$ cat src/rtl/seed_g_sched.sv
// rtl/seed_g_sched.sv - iterative SEED G-function scheduler sharing one SS lookup bank between two requesters
// Define SEED_G_SCHED_PRIO_EN for fixed A-over-B priority instead of round-robin arbitration.
module seed_g_sched #(
  parameter int SS_LAT = 0
) (
  input  logic        i_Clk,
  input  logic        i_Rst,
  input  logic        i_ReqA_Valid,
  output logic        o_ReqA_Ready,
  input  logic [31:0] i_ReqA_Data,
  output logic        o_RspA_Valid,
  output logic [31:0] o_RspA_Data,
  input  logic        i_ReqB_Valid,
  output logic        o_ReqB_Ready,
  input  logic [31:0] i_ReqB_Data,
  output logic        o_RspB_Valid,
  output logic [31:0] o_RspB_Data,
  output logic [1:0]  o_SS_Sel,
  output logic [7:0]  o_SS_Byte,
  input  logic [31:0] i_SS_Word
);
  typedef enum logic [1:0] {S_IDLE, S_LOOK, S_WAIT, S_DONE} state_t;

  state_t      state;
  logic [1:0]  cnt;
  logic [31:0] x;
  logic [31:0] acc;
  logic [31:0] acc_nx;
  logic        owner;
  logic        grant_a;
  logic        grant_b;
  logic        sample;
  logic        finish;
  logic        idle;

  assign idle = (state == S_IDLE) && !i_Rst;

`ifdef SEED_G_SCHED_PRIO_EN
  assign grant_a = i_ReqA_Valid;
  assign grant_b = i_ReqB_Valid && !i_ReqA_Valid;
`else
  // favour_b set means A was served last, so B wins the next tie
  logic favour_b;

  always_ff @(posedge i_Clk or posedge i_Rst) begin
    if (i_Rst) begin
      favour_b <= 1'b0;
    end else if (o_ReqA_Ready || o_ReqB_Ready) begin
      favour_b <= o_ReqA_Ready;
    end
  end

  assign grant_a = i_ReqA_Valid && !(i_ReqB_Valid && favour_b);
  assign grant_b = i_ReqB_Valid && !(i_ReqA_Valid && !favour_b);
`endif

  assign o_ReqA_Ready = idle && grant_a;
  assign o_ReqB_Ready = idle && grant_b;

  assign o_SS_Sel  = (state == S_LOOK) ? cnt : 2'd0;
  assign o_SS_Byte = (state == S_LOOK) ? x[{cnt, 3'b000} +: 8] : 8'd0;

  // With a registered bank each word arrives one cycle after its issue
  always_comb begin
    if (SS_LAT == 0) begin
      sample = (state == S_LOOK);
      finish = (state == S_LOOK) && (cnt == 2'd3);
    end else begin
      sample = ((state == S_LOOK) && (cnt != 2'd0)) || (state == S_WAIT);
      finish = (state == S_WAIT);
    end
  end

  assign acc_nx = sample ? (acc ^ i_SS_Word) : acc;

  always_ff @(posedge i_Clk or posedge i_Rst) begin
    if (i_Rst) begin
      state        <= S_IDLE;
      cnt          <= 2'd0;
      x            <= 32'd0;
      acc          <= 32'd0;
      owner        <= 1'b0;
      o_RspA_Valid <= 1'b0;
      o_RspA_Data  <= 32'd0;
      o_RspB_Valid <= 1'b0;
      o_RspB_Data  <= 32'd0;
    end else begin
      o_RspA_Valid <= 1'b0;
      o_RspB_Valid <= 1'b0;
      case (state)
        S_IDLE: begin
          if (o_ReqA_Ready || o_ReqB_Ready) begin
            owner <= o_ReqB_Ready;
            x     <= o_ReqB_Ready ? i_ReqB_Data : i_ReqA_Data;
            acc   <= 32'd0;
            cnt   <= 2'd0;
            state <= S_LOOK;
          end
        end
        S_LOOK: begin
          acc <= acc_nx;
          cnt <= cnt + 2'd1;
          if (cnt == 2'd3) begin
            state <= (SS_LAT == 0) ? S_DONE : S_WAIT;
          end
        end
        S_WAIT: begin
          acc   <= acc_nx;
          state <= S_DONE;
        end
        default: begin
          state <= S_IDLE;
        end
      endcase
      // Response registers load on the edge into DONE so the pulse lines up with it
      if (finish) begin
        if (owner) begin
          o_RspB_Valid <= 1'b1;
          o_RspB_Data  <= acc_nx;
        end else begin
          o_RspA_Valid <= 1'b1;
          o_RspA_Data  <= acc_nx;
        end
      end
    end
  end

endmodule

$ cat config.mk
export PLATFORM = sky130hd
export DESIGN_NAME = seed_g_sched
export DESIGN_NICKNAME = d
export VERILOG_FILES = /design/src/rtl/seed_g_sched.sv
export SDC_FILE = /design/constraint.sdc
export NUM_CORES = 1
export LEC_CHECK = 0
export BUFFER_PORTS_ARGS = -buffer_cell sky130_fd_sc_hd__buf_2
export CAP_MARGIN = 10
export CELL_PAD_IN_SITES_DETAIL_PLACEMENT = 0
export CELL_PAD_IN_SITES_GLOBAL_PLACEMENT = 1
export CORE_MARGIN = 5
export CORE_UTILIZATION = 43
export DETAILED_ROUTE_END_ITERATION = 6
export MAX_ROUTING_LAYER = met4
export PLACE_DENSITY_LB_ADDON = 0.1
export REMOVE_ABC_BUFFERS = 1
export SLEW_MARGIN = 30
export SYNTH_ARGS = -nofsm -noshare
export SYNTH_HDL_FRONTEND = slang
export SYNTH_SLANG_ARGS = --single-unit
$ cat constraint.sdc
create_clock -name i_Clk -period 10.83 [get_ports i_Clk]
set_input_delay 2.166 -clock i_Clk [delete_from_list [all_inputs] [get_ports i_Clk]]
set_output_delay 2.166 -clock i_Clk [all_outputs]
set_load 0.03 [all_outputs]
==> impl_metrics.tcl <==
set metrics [dict create \
    yosys.area_share.simple_pct 13.7 \
    power.total_w 0.00279 \
    dr.pass1.iters 5 \
    max_slew_margin_pct 35.2 \
    status "finished, final reports clean" \
    multi_input_area_um2 2820 \
    fillers 1375 \
    cp-start-kind "input port" \
    ioPinCount 178 \
    final.setup_skew_ns 0.00347 \
    yosys-top-cells-count "dfrtp_1 (136), nand2_1 (98), o21ai_0 (97)" \
    vias 5441 \
    cts_tree "done" \
    wl_per_cell_um 17.2 \
    rrSetupSlack_ns 7.92 \
    cap_violations 0 \
    gp_congestion 0.783 \
    muxShareOfSynthArea_pct 3.16 \
    chipWidth_um 133 \
    rsz0062_at_grt "false" \
    timing.setup.tns_ns 0 \
    yosysMostFrequentCell "dfrtp_1" \
    cts_buffer_depth 2 \
    holdPathStages 2 \
    reg2reg_to "acc[2]" \
    period_share_pct 50.4 \
    grt_max_degree 85 \
    clk_pin_slew_ns 0.05 \
    synth_top_area_share_pct 52.4 \
    wl_mm 17.3 \
    synth-compound-area-share_pct 20.9 \
    crit_required_ns 8.66 \
    core_um2 15000 \
    synth-xor-area-share_pct 4.31 \
    synthAdderAreaFrac_pct 0.770 \
    ys_types 38 \
    numCtsBuffers 17 \
    antenna_left 0 \
    syn_area_um2 6500 \
    yosys.area.top_type "dfrtp_1" \
    setup_viol 0 \
    start_util_pct 43.2 \
    rows 45 \
    cp_max_fo 33 \
    timing.rr.start "state[0]" \
    startpoint "i_ReqA_Valid" \
    dpl.cell_count 977 \
    holdPathEnd "o_RspB_Data[21]" \
    drive_gt1_share_pct 28.7 \
    hp-class "flip-flop to flip-flop" \
    seq_area_um2 3400 \
    hold_viol_final 0 \
    synth-seq-cells 136 \
    seq_area_frac_synth_pct 52.4 \
    dieArea_um2 17700 \
    ys.flop_type "dfrtp_1" \
    peakVddDrop_mv 0.124 \
    clkSinkCount 136 \
    groute.usage.overall_pct 20.3 \
    io_buffers 177 \
    cts_root_buf "clkbuf_16" \
    dp_hpwl_mm 11.5 \
    grt_pass1_vias 5657 \
    ys_top_cells_by_area "dfrtp_1 (52%), o21ai_0 (7.5%), nand2_1 (5.7%)" \
    fin_cells 1006 \
    synth.avg_cell_area_um2 9.77 \
    cts_resized 0 \
    area_growth_pct 23.0 \
    worstSetupEndpointType "primary output" \
    antenna_cells 0 \
    power.density_nw_per_um2 349 \
    htreeDepth 4 \
    max_clock_freq_mhz 183 \
    slew_violations 0 \
    finalNetCount 912 \
    synth_top_family_by_area "compound AO/OA/AOI/OAI gates" \
    worstSkewPairLatency_ns 0.42 \
    drc_errors 0 \
    max_slew.worst_pin.slew_ns 0.968 \
    crit_type "input port to primary output" \
    die-height_um 133 \
    postCtsSetupBuffers 0 \
    reg2reg_depth 5 \
    grt_pass1_wl_mm 28.3 \
    antenna_found_initial 0 \
    synthArstFlopShare_pct 100 \
    synth_edf_count 0 \
    leakagePower_nw 3.67 \
    ys.warnings.count 0 \
    drt-vias-per-instance 5.41 \
    cp.arrival_ns 3.30 \
    hold_buffers 0 \
    gr-total-overflow 0 \
    layout_min_cycle_time_ns 5.46 \
    hold_start "o_RspB_Data[21]" \
    drt-initial-drc-count 307 \
    syn_inst 665 \
]
## layout make-up
| type | instances | share of cell area, % |
|---|---|---|
| clock buffer | 27 | 6.67 |
| clock inverter | 2 | 0.438 |
| inverter | 9 | 0.485 |
| multi-input combinational | 462 | 35.3 |
| sequential | 136 | 42.6 |
| tap | 188 | 2.94 |
| timing repair buffer | 182 | 11.6 |
## where the power goes
group	switching, W	internal (W)	total [W]
Combinational	0.000851	0.000444	0.00129
Clock	0.000201	0.000355	0.000555
Sequential	0.000174	0.000768	0.000943
## critical path, cell delays in order
cell and delay [ns]:
buf_2 0.15, nand2b_2 0.47, nand2_1 0.16, nor2_1 0.13, buf_2 0.22
## worst max path at each step
stage / endpoint / slack [ns] / cells after the start
6_report: o_ReqB_Ready / 5.37 / 5
5_1_grt: o_ReqB_Ready / 5.22 / 5
4_1_cts: o_ReqB_Ready / 5.35 / 5
3_5_place_dp: o_ReqB_Ready / 5.35 / 5
3_3_place_gp: o_ReqB_Ready / 4.93 / 5
2_1_floorplan: o_ReqA_Ready / 4.67 / 2
## metrics by stage
| step | worst slack, ns | hold WS (ns) | util, % | cell area, um2 |
|---|---|---|---|---|
| 2_1_floorplan | 4.67 | 0.475 | - | 6220 |
| 3_3_place_gp | 4.93 | 0.455 | 49.2 | 7400 |
| 3_5_place_dp | 5.35 | 0.465 | 49.4 | 7430 |
| 4_1_cts | 5.35 | 0.477 | 53.2 | 7990 |
| 5_1_grt | 5.22 | 0.491 | 53.2 | 7990 |
| 6_report | 5.37 | 0.471 | 53.2 | 7990 |
## per-layer routing
metal / vias to the layer above / global-route usage (%) / wire [um]
li1: 2635 / - / -
met1: 2621 / 26.4 / 7930
met2: 165 / 31.9 / 8200
met3: 20 / 4.49 / 904
met4: 0 / 6.47 / 231
met5: - / - / 0
## cell usage in the layout, fill, tap and decap left out, drive strengths merged, types with 2 or more instances in the layout
cell type  instances
or2               21
nand2b             3
a31oi             33
mux4               8
and2              10
dfrtp            136
buf              182
ha                 4
clkbuf            27
o21ai             98
nand3             53
nor2               3
nor2b              2
nand2             98
o211ai            40
xor2              32
a21oi             33
o2bb2ai           12
inv                9
## registers in the layout, summed over array words and instances (netlist names)
register,flops
state,2
acc,32
cnt,2
o_RspB_Valid,1
favour_b,1
o_RspA_Data,32
owner,1
o_RspB_Data,32
o_RspA_Valid,1
x,32
## kinds of logic after synthesis
group	after synthesis
AOI/OAI and AO/OA	223
and+or+nand+nor	193
DFF	136
buffers and inverters	67
xor gates and xnor gates	32
muxes	10
adders and majority gates	4
Note: power is estimated with default switching activity, not from simulation.
